--- src/rtl/baud_gen_os.sv ---
// rtl/baud_gen_os.sv - SPART baud generator: oversample tick and bit tick with atomic divisor commit
// Optional fractional divisor enabled by defining BAUD_GEN_FRAC_EN.
module baud_gen_os #(
    parameter int          DIV_W   = 16,
    parameter int          OS      = 16,
    parameter logic [15:0] RST_DIV = 16'd162
) (
    input  logic             clk,
    input  logic             rst,
    input  logic             wr_en,
    input  logic [1:0]       wr_addr,
    input  logic [7:0]       wr_data,
    input  logic             gen_en,
    input  logic             tx_resync,
    output logic             os_tick,
    output logic             bit_tick,
    output logic [DIV_W-1:0] divisor_out
);

    localparam int               OSW         = $clog2(OS);
    localparam logic [DIV_W-1:0] RST_DIV_T   = RST_DIV[DIV_W-1:0];
    localparam logic [OSW-1:0]   OS_LAST     = OSW'(OS - 1);

    logic [DIV_W-1:0] div_q, div_d;
    logic [7:0]       stg_q, stg_d;
    logic [DIV_W-1:0] cnt_q, cnt_d;
    logic [OSW-1:0]   os_cnt_q, os_cnt_d;
    logic             os_tick_q, os_tick_d;
    logic             bit_tick_q, bit_tick_d;

`ifdef BAUD_GEN_FRAC_EN
    logic [3:0]       frac_stg_q, frac_stg_d;
    logic [3:0]       frac_q, frac_d;
    logic [3:0]       acc_q, acc_d;
    // Set when the accumulator carried: the current os period gets one extra clock.
    logic             extra_q, extra_d;
    logic [4:0]       acc_sum;
`endif

    logic             low_wr;
    logic             commit;
    logic [15:0]      new_div_full;
    logic [DIV_W-1:0] new_div;

    assign low_wr       = wr_en && (wr_addr == 2'b10);
    assign commit       = wr_en && (wr_addr == 2'b11);
    assign new_div_full = {wr_data, stg_q};
    assign new_div      = new_div_full[DIV_W-1:0];

`ifdef BAUD_GEN_FRAC_EN
    assign acc_sum = {1'b0, acc_q} + {1'b0, frac_q};
`endif

    // Next-state: commit beats resync beats disable beats normal counting.
    always_comb begin
        div_d      = div_q;
        stg_d      = stg_q;
        cnt_d      = cnt_q;
        os_cnt_d   = os_cnt_q;
        os_tick_d  = 1'b0;
        bit_tick_d = 1'b0;
`ifdef BAUD_GEN_FRAC_EN
        frac_stg_d = frac_stg_q;
        frac_d     = frac_q;
        acc_d      = acc_q;
        extra_d    = extra_q;
        if (wr_en && (wr_addr == 2'b01)) begin
            frac_stg_d = wr_data[3:0];
        end
`endif
        if (low_wr) begin
            stg_d = wr_data;
        end

        if (commit) begin
            div_d    = new_div;
            cnt_d    = new_div;
            os_cnt_d = '0;
`ifdef BAUD_GEN_FRAC_EN
            frac_d   = frac_stg_q;
            acc_d    = 4'd0;
            extra_d  = 1'b0;
`endif
        end else if (tx_resync || !gen_en) begin
            cnt_d    = div_q;
            os_cnt_d = '0;
`ifdef BAUD_GEN_FRAC_EN
            acc_d    = 4'd0;
            extra_d  = 1'b0;
`endif
        end else if (cnt_q != '0) begin
            cnt_d = cnt_q - DIV_W'(1);
`ifdef BAUD_GEN_FRAC_EN
        end else if (extra_q) begin
            extra_d = 1'b0;
`endif
        end else begin
            cnt_d     = div_q;
            os_tick_d = 1'b1;
            if (os_cnt_q == OS_LAST) begin
                os_cnt_d   = '0;
                bit_tick_d = 1'b1;
            end else begin
                os_cnt_d = os_cnt_q + OSW'(1);
            end
`ifdef BAUD_GEN_FRAC_EN
            acc_d   = acc_sum[3:0];
            extra_d = acc_sum[4];
`endif
        end
    end

    // State register with synchronous active-high reset.
    always_ff @(posedge clk) begin
        if (rst) begin
            div_q      <= RST_DIV_T;
            stg_q      <= 8'd0;
            cnt_q      <= RST_DIV_T;
            os_cnt_q   <= '0;
            os_tick_q  <= 1'b0;
            bit_tick_q <= 1'b0;
`ifdef BAUD_GEN_FRAC_EN
            frac_stg_q <= 4'd0;
            frac_q     <= 4'd0;
            acc_q      <= 4'd0;
            extra_q    <= 1'b0;
`endif
        end else begin
            div_q      <= div_d;
            stg_q      <= stg_d;
            cnt_q      <= cnt_d;
            os_cnt_q   <= os_cnt_d;
            os_tick_q  <= os_tick_d;
            bit_tick_q <= bit_tick_d;
`ifdef BAUD_GEN_FRAC_EN
            frac_stg_q <= frac_stg_d;
            frac_q     <= frac_d;
            acc_q      <= acc_d;
            extra_q    <= extra_d;
`endif
        end
    end

    assign os_tick     = os_tick_q;
    assign bit_tick    = bit_tick_q;
    assign divisor_out = div_q;

endmodule
--- config.mk ---
export PLATFORM = sky130hd
export DESIGN_NAME = baud_gen_os
export DESIGN_NICKNAME = d
export VERILOG_FILES = /design/src/rtl/baud_gen_os.sv
export SDC_FILE = /design/constraint.sdc
export NUM_CORES = 1
export LEC_CHECK = 0
export CAP_MARGIN = 20
export CORE_MARGIN = 3
export CORE_UTILIZATION = 55
export DETAILED_ROUTE_END_ITERATION = 6
export PLACE_DENSITY = 0.82
export SYNTH_ARGS = -nofsm -noshare
export SYNTH_HDL_FRONTEND = slang
export SYNTH_SLANG_ARGS = --single-unit
--- constraint.sdc ---
create_clock -name clk -period 3.8 [get_ports clk]
set_input_delay 1.14 -clock clk [delete_from_list [all_inputs] [get_ports clk]]
set_output_delay 1.14 -clock clk [all_outputs]
set_load 0.05 [all_outputs]
# Yosys cells after proc, flatten, opt, wreduce, memory -nomap -nowiden
# Index checks and enable logic that the tools add are counted.
[op_classes]
n_mux = 6
n_addsub = 2
reduce_logical = 7
n_eq_ne = 3
[ops]
columns = ["cell", "count"]
rows = [
  ["$mux 16", 3],
  ["$reduce_bool 16->1", 1],
  ["$sub 16x1->16 const B", 1],
  ["$add 4x1->4 const B", 1],
  ["$eq 2x2->1 const B", 2],
  ["$eq 4x4->1 const B", 1],
  ["$mux 4", 1],
  ["$reduce_or 4->1", 1],
  ["$reduce_or 3->1", 1],
  ["$logic_and 1x1->1", 2],
  ["$mux 1", 2],
  ["$logic_not 1->1", 1],
  ["$logic_or 1x1->1", 1],
]
[totals]
word_cells = 24
reg_bits = 46

# Depth between registers and ports, before layout
[logic_depth]
depth_word = 4
depth_mapped = 9

# Worst setup path before layout
# No wires, ideal clock.
[synth_path]
kind = "input to register"
start = "in wr_addr[0]"
end = "reg div_q[8], in the netlist divisor_out[8]"
path_slack_ns = 1.598
stages = 5
arrival_time_ns = 2.131
path_cell_list = "nand3_1 > clkbuf_1 > buf_1 > nand2_1 > a21oi_1"
[synth_between]
elab_chain_cells = 2
[synth_lines]
columns = ["element", "line", "rtl"]
rows = [
  ["start, declared", "11", "input logic [1:0] wr_addr,"],
  ["$eq 2x2->1", "46", "assign commit = wr_en && (wr_addr == 2'b11);"],
  ["$logic_and 1x1->1", "46", ""],
  ["end signal, assigned", "129", "div_q <= div_d;"],
  ["end, declared", "24", "logic [DIV_W-1:0] div_q, div_d;"],
]
# Every way passes these cells.
# A chain may end at the register's enable or synchronous reset.

# Final worst setup path
[layout_path]
start = "reg div_q[8], in the netlist divisor_out[8]"
end = "out divisor_out[8]"
[layout_lines]
columns = ["element", "line", "rtl"]
rows = [
  ["end, declared", "17", "output logic [DIV_W-1:0] divisor_out"],
]
# No word-level cell between the ends.

==> run metrics <==
Starting DRT DRC Count 119; Startpoint Class flop; largest net degree at the start of global routing 31; Setup CP Type reg -> out; clock buffer depth 2; vias after detailed routing roughly 1700; max incr delay on CP just over 0.8 ns; Diodes inserted 0; cell-by-cell trace of the critical path clkdlybuf4s50_1; Port Buffers 32; die area roughly 4500 sq um; Final Max Slew Viols 0; Final Net Count ~280; Power per Cell Area approximately 400 nW/um^2; Hold Path Cell Cnt 2; final setup fails 0; Slew Limit Headroom between 50% and 60%; Die Width 67.0 um; initial cell density of the core between 50% and 60%; register area share after synthesis ~45%; count leader, synth dfxtp_1; Max IR drop VDD between 0.3 and 0.4 mV; DP Wirelength approximately 3200 um; Sw Ratio around 25%; worst r2r path cells 7; worst path required time between 2 and 3 ns; clock skew around 0.0098 ns; gr usage total 22.3%; Post-synth EDFFs 0; Ys Warns 0; DR pass1 iterations 5; die span in y approximately 67 um; Final WS setup ~1.1 ns; Cell Rows 21; Core Box Area 3470 sq um; TritonCTS clock tree done; Flop pwr share between 50% and 60%; WP data arrival ~1.5 ns; htree depth 2; Slowest cell on crit path clkdlybuf4s50_1; DR DRC count 0; Syn-to-layout area delta 22.2%; antenna violations before repair 0; internal power about 740 uW; Num CTS Buffers 5; GRT overflow 0; CTS resizes 0; syn nets around 250; later-pin clock latency in the skew report between 0.3 and 0.4 ns; synth top area cells dfxtp_1 (45%), nand2_1 (8.3%), a21oi_1 (5.4%), mux2i_1 (4.9%), nor2_1 (3.7%); Critical Path Fanout Max 3; status finished clean; Post-synth top flop dfxtp_1; Crit path max-delay family buffers and inverters; post-synth top area share between 40% and 50%; Levels on crit path 1; Top Ports 33; Pleak about 0.94 nW; root buffer cell clkbuf_8; drt via density roughly 5.6; Post-CTS Hold Fix Bufs 0; Place WS a little over 0.9 ns; min Tclk post-route roughly 2.7 ns; Comb pwr share 12.2%; Hold Path Class reg -> reg; biggest area consumer among synthesized cells dfxtp_1; CTS clock-pin slew for the worst setup and hold paths roughly 0.090 ns; Synth Register Bits 46; number of max-cap violations 0; WL final 4510 um; Worst setup EP type output pin; wire per inst about 15 um; Clock Power Share ~37%; Buffers & Inverters on Critical Path 1; unrepaired setup endpoints after global routing false; first-pass GRT wire length 7370 um; Final GP Congestion ~0.87; most frequent cells after synthesis dfxtp_1 (46), nand2_1 (45), a21oi_1 (22); setup TNS 0 ns; Final ANT Viol Nets 0; layout cells sized above 1 7.92%; Max Fclk 377 MHz; vias in the first global route 1608; Hold Violations, Final 0; post-synth cell types 43; Async SR Flop Fraction 0%; Clock Sinks 46; setup repair bufs after CTS 0; synthesized instance count approximately 230; mean post-synth cell area around 8.8 sq um; Tightest Pin Transition 0.719 ns; switching power total 251 uW; final worst-path cycle share 69.9%; Post-Syn Area a little over 2000 sq um
## power by group through the flow
stage               combinational (mW)  sequential (mW)  clock (mW)
global route                     0.133            0.512       0.383
floorplan                       0.0645            0.535           0
finish                           0.122            0.510       0.363
detailed placement               0.121            0.521           0
CTS                              0.122            0.510       0.365
global placement                 0.120            0.520           0
## final timing paths
kind	start	to	slack, ns
worst min register to register	divisor_out[7]	divisor_out[7]	0.46
worst max-delay path	divisor_out[8]	divisor_out[8]	1.14
worst max register to register	cnt_q[0]	cnt_q[8]	1.58
worst min-delay path	divisor_out[7]	divisor_out[7]	0.46
## sequential cells by signal (all words and copies together) (netlist names)
register,count
bit_tick,1
cnt_q,16
divisor_out,16
os_cnt_q,4
os_tick,1
stg_q,8
## placed cells by master, fill, tap and decap left out, types with 3 or more instances in the layout
| cell type | count |
|---|---|
| xor2_1 | 8 |
| nor3_1 | 4 |
| ha_1 | 3 |
| nor4_2 | 3 |
| nand3_1 | 7 |
| clkbuf_8 | 5 |
| o2bb2ai_1 | 6 |
| buf_4 | 3 |
| a21oi_1 | 22 |
| o211ai_1 | 4 |
| nand2_1 | 45 |
| nand4_1 | 5 |
| mux2i_1 | 10 |
| dfxtp_1 | 46 |
| xnor2_1 | 4 |
| clkdlybuf4s50_1 | 32 |
| nor2_1 | 20 |
| inv_1 | 5 |
## final cells by class
| type | instances | area, sq um |
|---|---|---|
| clock buffer | 6 | 72.6 |
| clock inverter | 2 | 37.5 |
| fill | 298 | 972 |
| inverter | 5 | 18.8 |
| multi-input combinational | 171 | 1050 |
| sequential | 46 | 921 |
| tap | 46 | 57.6 |
| timing repair buffer | 35 | 343 |
## logic make-up after synthesis
| family | Yosys count | synth area share, % |
|---|---|---|
| buf+inv | 16 | 3.74 |
| simple gates | 101 | 24.4 |
| mux | 10 | 4.90 |
| compound gates | 45 | 14.9 |
| xor+xnor | 12 | 5.14 |
| fa+ha+maj | 3 | 1.84 |
| flops | 46 | 45.1 |
## metrics by stage
| stage | util (%) | hold slack [ns] | power (mW) | cells | area (sq um) |
|---|---|---|---|---|---|
| 3_5_place_dp | 68.8 | 0.451 | 0.642 | 303 | 2390 |
| 3_3_place_gp | 68.8 | 0.452 | 0.640 | 303 | 2390 |
| 4_1_cts | 72.0 | 0.464 | 0.997 | 311 | 2500 |
| 6_report | 72.0 | 0.462 | 0.994 | 311 | 2500 |
| 5_1_grt | 72.0 | 0.483 | 1.03 | 311 | 2500 |
| 2_1_floorplan | - | 0.434 | 0.600 | 233 | 2040 |
## routing by layer
layer	routed length [um]	up-vias	GRT usage [%]
li1	-	879	-
met3	268	13	6.91
met4	119	0	11.1
met1	2080	783	29.0
met5	0	-	0
met2	2040	52	33.0
(Power assumes the default switching activity.)
